===== config.mk =====
export PLATFORM = sky130hd
export DESIGN_NAME = serial_sub
export DESIGN_NICKNAME = d
export VERILOG_FILES = /design/src/rtl/serial_sub.sv
export SDC_FILE = /design/constraint.sdc
export NUM_CORES = 1
export LEC_CHECK = 0
export CAP_MARGIN = 20
export CORE_UTILIZATION = 52
export CTS_CLUSTER_SIZE = 20
export DETAILED_ROUTE_END_ITERATION = 16
export GPL_ROUTABILITY_DRIVEN = 0
export PLACE_DENSITY = 0.79
export RECOVER_POWER = 100
export SYNTH_ARGS = -nofsm -noshare
export SYNTH_HDL_FRONTEND = slang
export SYNTH_SLANG_ARGS = --single-unit
export TNS_END_PERCENT = 50

===== constraint.sdc =====
create_clock -name clk -period 3.4 [get_ports clk]
set_input_delay 0.68 -clock clk [delete_from_list [all_inputs] [get_ports clk]]
set_output_delay 0.68 -clock clk [all_outputs]
set_load 0.1 [all_outputs]

===== src/rtl/serial_sub.sv =====
// serial_sub -- bit-serial subtractor computing diff = a - b - bin (mod 2^WIDTH).
//
// One bit is processed per clock, LSB first, through a 1-bit full subtractor.
// A subtraction takes WIDTH clocks in SHIFT after the accepting edge, then
// one cycle in DONE with done high. Operations can run back-to-back with no
// idle gap if start is held high through DONE.
//
// Parameters:
//   WIDTH  operand/result width in bits (2..32), default 8
// Ports:
//   clk    rising-edge clock
//   rst    synchronous active-high reset
//   start  begin a subtraction (accepted in IDLE or DONE only)
//   a, b   minuend / subtrahend, sampled on the accepting edge
//   bin    borrow-in, sampled on the accepting edge
//   busy   high while in SHIFT
//   done   one-cycle pulse while in DONE
//   diff   result, updated only when an operation completes
//   bout   borrow-out (1 when unsigned a < b + bin)
//   ovf    signed overflow flag; present only when SERIAL_SUB_OVF_EN is defined
//
// Build option: define SERIAL_SUB_OVF_EN to add the ovf output and its logic.

module serial_sub #(
  parameter int WIDTH = 8
) (
  input  logic             clk,
  input  logic             rst,
  input  logic             start,
  input  logic [WIDTH-1:0] a,
  input  logic [WIDTH-1:0] b,
  input  logic             bin,
  output logic             busy,
  output logic             done,
  output logic [WIDTH-1:0] diff,
  output logic             bout
`ifdef SERIAL_SUB_OVF_EN
  ,
  output logic             ovf
`endif
);

  localparam int CW = $clog2(WIDTH);
  localparam logic [CW-1:0] LAST_BIT = CW'(WIDTH - 1);

  typedef enum logic [1:0] {
    IDLE  = 2'd0,
    SHIFT = 2'd1,
    DONE  = 2'd2
  } state_t;

  state_t           state_q, state_d;
  logic [WIDTH-1:0] a_q, a_d;
  logic [WIDTH-1:0] b_q, b_d;
  logic [WIDTH-1:0] res_q, res_d;
  logic [WIDTH-1:0] diff_q, diff_d;
  logic [CW-1:0]    cnt_q, cnt_d;
  logic             bw_q, bw_d;
  logic             bout_q, bout_d;
`ifdef SERIAL_SUB_OVF_EN
  logic             ovf_q, ovf_d;
`endif

  // Full-subtractor slice for the bit selected by the counter.
  logic             bit_a, bit_b, d_bit, bw_nx;
  logic [WIDTH-1:0] res_upd;

  always_comb begin
    bit_a   = a_q[cnt_q];
    bit_b   = b_q[cnt_q];
    d_bit   = bit_a ^ bit_b ^ bw_q;
    bw_nx   = (~bit_a & bit_b) | (~(bit_a ^ bit_b) & bw_q);
    // Result word with the current bit merged in; on the last bit this is
    // the complete difference and goes straight to diff.
    res_upd = res_q;
    res_upd[cnt_q] = d_bit;
  end

  always_comb begin
    state_d = state_q;
    a_d     = a_q;
    b_d     = b_q;
    res_d   = res_q;
    diff_d  = diff_q;
    cnt_d   = cnt_q;
    bw_d    = bw_q;
    bout_d  = bout_q;
`ifdef SERIAL_SUB_OVF_EN
    ovf_d   = ovf_q;
`endif

    case (state_q)
      IDLE, DONE: begin
        if (start) begin
          state_d = SHIFT;
          a_d     = a;
          b_d     = b;
          bw_d    = bin;
          cnt_d   = '0;
          res_d   = '0;
        end else begin
          state_d = IDLE;
        end
      end

      SHIFT: begin
        // start is deliberately not looked at here.
        res_d = res_upd;
        bw_d  = bw_nx;
        cnt_d = cnt_q + CW'(1);
        if (cnt_q == LAST_BIT) begin
          state_d = DONE;
          diff_d  = res_upd;
          bout_d  = bw_nx;
`ifdef SERIAL_SUB_OVF_EN
          ovf_d   = (a_q[WIDTH-1] != b_q[WIDTH-1]) && (res_upd[WIDTH-1] != a_q[WIDTH-1]);
`endif
        end
      end

      default: state_d = IDLE;
    endcase
  end

  always_ff @(posedge clk) begin
    if (rst) begin
      state_q <= IDLE;
      a_q     <= '0;
      b_q     <= '0;
      res_q   <= '0;
      diff_q  <= '0;
      cnt_q   <= '0;
      bw_q    <= 1'b0;
      bout_q  <= 1'b0;
`ifdef SERIAL_SUB_OVF_EN
      ovf_q   <= 1'b0;
`endif
    end else begin
      state_q <= state_d;
      a_q     <= a_d;
      b_q     <= b_d;
      res_q   <= res_d;
      diff_q  <= diff_d;
      cnt_q   <= cnt_d;
      bw_q    <= bw_d;
      bout_q  <= bout_d;
`ifdef SERIAL_SUB_OVF_EN
      ovf_q   <= ovf_d;
`endif
    end
  end

  assign busy = (state_q == SHIFT);
  assign done = (state_q == DONE);
  assign diff = diff_q;
  assign bout = bout_q;
`ifdef SERIAL_SUB_OVF_EN
  assign ovf  = ovf_q;
`endif

endmodule


# Word level (Yosys, flattened, before mapping)
# Cells that the tools add are included.
# word_totals
regBits	39
inputBits	20
out_inout_bits	11
elab_cells	46
# classes
add_sub_neg	1
n_lt_le_gt_ge	2
n_eq_ne	5
mux	16
n_bitwise	7
reduce_logical	7
# ops
operator	n
8-bit case mux with 2 select lines	1
8-bit bitwise mux	1
8-bit 2-to-1 mux	1
1-bit binary-select mux with 3-bit select	2
3-bit case mux with 2 select lines	1
2-bit AND reduction	3
1-bit 2-to-1 mux	5
3-bit by 4-bit less-than comparator with 1-bit output, second input constant	1
2-bit case mux with 2 select lines	1
3-bit by 1-bit adder with 3-bit output, second input constant	1
1-bit demux with 3-bit select	1
3-bit == test, second input constant	1
3-bit by 1-bit greater-or-equal comparator with 1-bit output, second input constant	1
3-bit 2-to-1 mux	1
1-bit bitwise AND	2
2-bit by 1-bit == test with 1-bit output, second input constant	1
2-bit == test, second input constant	1
2-bit logical NOT	1
2-bit 2-to-1 mux	1
2-bit by 1-bit != test with 1-bit output, second input constant	1
2-bit != test, second input constant	1
1-bit NOT	2
1-bit case mux with 2 select lines	1
2-bit nonzero test	1
4 further kinds	5

# Longest topological paths before layout
# logic_depth
word_depth	7
mapped_depth	9

# Worst setup path before layout
# OpenSTA, ideal clock, no wires.
# synth_timing
path_kind	reg-to-reg
from	register cnt_q[0]
to	register res_q[3]
setup_time_ns	0.074
arrival_ns	2.552
required_ns	3.326
path_slack_ns	0.773
stages_incl_launch_ff	9
n_path_buf	2
period_less_slack_ns	2.627
path_cell_list	dfxtp_1 buf_6 mux4_2 mux2_4 fa_1 clkbuf_1 nand3b_1 or2_0 a31oi_1
# synth_via
elab_chain_cells	6
elab_cells_between_ends	13
cone_classes	order compare (2); mux (8); bitwise (2); reduce/logical (1)
# synth_rtl
item	line	source
from (decl)	57	logic [CW-1:0] cnt_q, cnt_d;
from (signal assigned)	144	cnt_q <= cnt_d;
3-bit by 4-bit less-than comparator with 1-bit output (implied by the code) (tied with other cells)	76	res_upd[cnt_q] = d_bit;
1-bit logical AND (implied by the code) (tied with other cells)	76	
1-bit 2-to-1 mux (implied by the code) / 1-bit bitwise XOR (equally long branches)	76, 71	
1-bit demux with 3-bit select / 1-bit bitwise XOR (equally long branches)	76, 71	
8-bit bitwise mux (*)	76	
8-bit case mux with 2 select lines (*)	92	case (state_q)
to (signal assigned)	142	res_q <= res_d;
to (decl)	55	logic [WIDTH-1:0] res_q, res_d;
# Mark *: on every way between the ends. The rest lies on a longest branch, timed or not. The select of a mux whose other input is x is not followed.
# A chain may end at the register's enable or synchronous reset.

# Worst setup path after layout
# layout_timing
from	register cnt_q[0]
to	register res_q[0]
# Same word-level chain as after synthesis.

==> impl_metrics.ini <==
[clock_tree]
cts_tree = done
clockBufferDepth = 2
post-cts-setup-buffer-count = 0
cts_resized = 0
cts-hold-fix-buffers = 0
cts_buffers = 5
clk_pin_slew_worst_paths_ns = 0.11
cts_max_level = 2
cts_root_buf = clkbuf_4
clock_latency_ns = 0.34
cts.sinks = 39

[die]
dieArea_um2 = 3690
die_x_um = 60.7
rows = 20
initial_core_util_pct = 56.9
pin_count = 31
fp.dieH_um = 60.7
coreArea_um2 = 3150

[worst_setup_path]
r2r_start = cnt_q[0]
endpoint = res_q[0]
reg2reg_slack_ns = 0.39
crit_start = cnt_q[0]
crit_type = flip-flop to flip-flop
critPathCaptureType = flip-flop
cp_data_arrival_time_ns = 3.29
reg2regPathDepth = 6
r2r-end = res_q[0]
crit_required_ns = 3.67
startpoint_type = flip-flop
worstPathMaxFanout = 16

[synth]
mappedNetlistArea_um2 = 1790
ys_warn_count = 0
ys_seq_elements = 39
synth_top_area_share_pct = 43.5
ys_types = 29
syn_avg_cell_area_um2 = 8.62
ys_top_cells_by_area = dfxtp_1 (44%), nand2_1 (7.3%), mux2i_1 (6.7%), a21oi_1 (5.6%), nand3_1 (5.3%)
seq_area_frac_synth_pct = 43.5
synth_nets = 231
synth_top_cell_by_area = dfxtp_1
synthCells = 208

[timing]
skew_ns = 0.0106
finalCriticalPeriod_ns = 3.01
worst_pin_slew_ns = 1.17
period_share_pct = 88.6
maxSlewHeadroom_pct = 22.6
grt_setup_unrepaired = no
hold_viol_final = 0
maxSlewViolCount = 0
finalWorstSetupSlack_ns = 0.387
final-setup-viol-count = 0
clock.fmax_ghz = 0.332
setup_tns_ns = 0

[run_status]
status = complete, no violations

[layout]
post-route-util_pct = 67.3
num_antenna_cells = 0
final_layout_size_suffix_gt1_share_pct = 4.74
synthToLayoutAreaGrowth_pct = 18.4
fin_nets = 254

[pwr]
seq_power_share_pct = 55.7
clkPwrFrac_pct = 30.6
switching_power_mw = 0.226
p_leak_nw = 0.776
vdd_drop_max_mv = 0.204
switching_share_pct = 25.8
p_int_mw = 0.647
pwr_density_cell_nw_per_um2 = 411
power_frac_comb_pct = 13.7

[grt]
grt_overflow = 0
grt_use_total_pct = 22.3
grt_pass1_vias = 1496
grt_max_degree = 30
grt_pass1_wl_mm = 6.11
antenna_found_initial = 0

[drt]
vias = 1535
drt_pass1_iterations = 4
routed_wl_mm = 3.67
wl_per_cell_um = 13.3
vias_per_cell = 5.56
drcViolationCount = 0
drt-initial-drc-count = 81
drtAntennaViolNets = 0

[placement]
post-dp-hpwl_mm = 2.66
place_ws_ns = 0.443
numPortBuffers = 30

[job]
drv_cap = 0

[worst_hold_path]
min_path_type = flip-flop to flip-flop
cells in the mapped netlist:
master and number:
o21a_1 1, nand2b_1 4, nor2b_1 3, nor3_1 1, and3b_1 1, mux4_1 1, mux2i_1 12, dfxtp_1 39
ha_1 2, a2bb2oi_1 1, fa_1 1, nor2_1 10, buf_2 8, or3_1 1, o22ai_1 1, a211oi_1 10
clkbuf_1 8, or3b_1 3, mux2_4 1, a31oi_1 7, nand3b_1 4, nand2_1 35, inv_1 4, buf_6 1
a21oi_1 20, mux4_2 1, or2_0 7, o32ai_1 2, nand3_1 19
worst max-delay path, stage by stage, from the launching register on:
cell,delay [ns]
dfxtp_1,0.63
mux4_1,0.60
mux2_1,0.33
fa_1,0.70
nand3b_1,0.25
or2_0,0.28
a31oi_1,0.15
through the flow:
step           hold WS, ns  instance area, um2  cells  total power, mW
6_report             0.464                2120    276            0.873
4_1_cts              0.463                2150    276            0.880
5_1_grt              0.491                2120    276            0.913
2_1_floorplan        0.432                1790    208            0.576
3_3_place_gp         0.446                2080    268            0.612
3_5_place_dp         0.447                2080    268            0.618
state kept, by name, indices dropped and copies added (netlist names):
signal / cells
a_q: 8
state_q: 2
cnt_q: 3
bout: 1
res_q: 8
diff: 8
bw_q: 1
b_q: 8
worst min-delay path by stage:
stage / startpoint / end / slack (ns) / depth (start not counted)
2_1_floorplan: a_q[1] / a_q[1] / 0.43 / 2
3_3_place_gp: a_q[3] / a_q[3] / 0.45 / 2
3_5_place_dp: b_q[0] / b_q[0] / 0.45 / 2
4_1_cts: b_q[0] / b_q[0] / 0.46 / 2
5_1_grt: b_q[0] / b_q[0] / 0.49 / 2
6_report: b_q[0] / b_q[0] / 0.46 / 2
cell families (layout without fill, tap and decap cells):
group	after synthesis	count (layout)	share of synthesized area [%]
multiplexers	15	15	10.3
flip-flops	39	39	43.5
buffers and inverters	21	45	5.37
AO/OA/AOI/OAI	42	42	14.4
adder cells (fa/ha/maj)	3	3	2.51
AND/OR/NAND/NOR	88	88	23.9
per-layer routing:
| metal | vias to the layer above | part of all wire, % | global-route usage (%) |
|---|---|---|---|
| met5 | - | 0 | 0 |
| met4 | 0 | 2.5 | 14.9 |
| met3 | 13 | 3.7 | 4.90 |
| met2 | 41 | 51 | 38.5 |
| met1 | 710 | 43 | 24.6 |
| li1 | 771 | - | - |
final cells by class:
| cell class | instances | area, um2 |
|---|---|---|
| Fill cell | 267 | 1030 |
| Multi-Input combinational cell | 148 | 912 |
| Sequential cell | 39 | 781 |
| Timing Repair Buffer | 33 | 292 |
| Clock buffer | 8 | 68.8 |
| Tap cell | 44 | 55.1 |
| Inverter | 4 | 15.0 |
cell usage in the layout, fill, tap and decap left out:
cell             count
a211oi_1            10
a21oi_1             20
a2bb2oi_1            1
a31oi_1              7
and3b_1              1
buf_4                3
clkbuf_1             6
clkbuf_4             5
clkbuf_8             2
clkdlybuf4s50_1     18
dfxtp_1             39
dlygate4sd3_1        7
fa_1                 1
ha_1                 2
inv_1                4
mux2_1               1
mux2i_1             12
mux4_1               1
mux4_2               1
nand2_1             35
nand2b_1             4
nand3_1             19
nand3b_1             4
nor2_1              10
nor2b_1              3
nor3_1               1
o21a_1               1
o22ai_1              1
o32ai_1              2
or2_0                7
or3_1                1
or3b_1               3
power by group through the flow:
stage	Combinational [mW]	Clock [mW]	Sequential, mW
after CTS	0.121	0.272	0.487
after detailed placement	0.121	0	0.497
after floorplan	0.0856	0	0.490
final	0.119	0.268	0.486
after global routing	0.130	0.294	0.489
after global placement	0.116	0	0.496
Note: power is estimated with default switching activity, not from simulation.
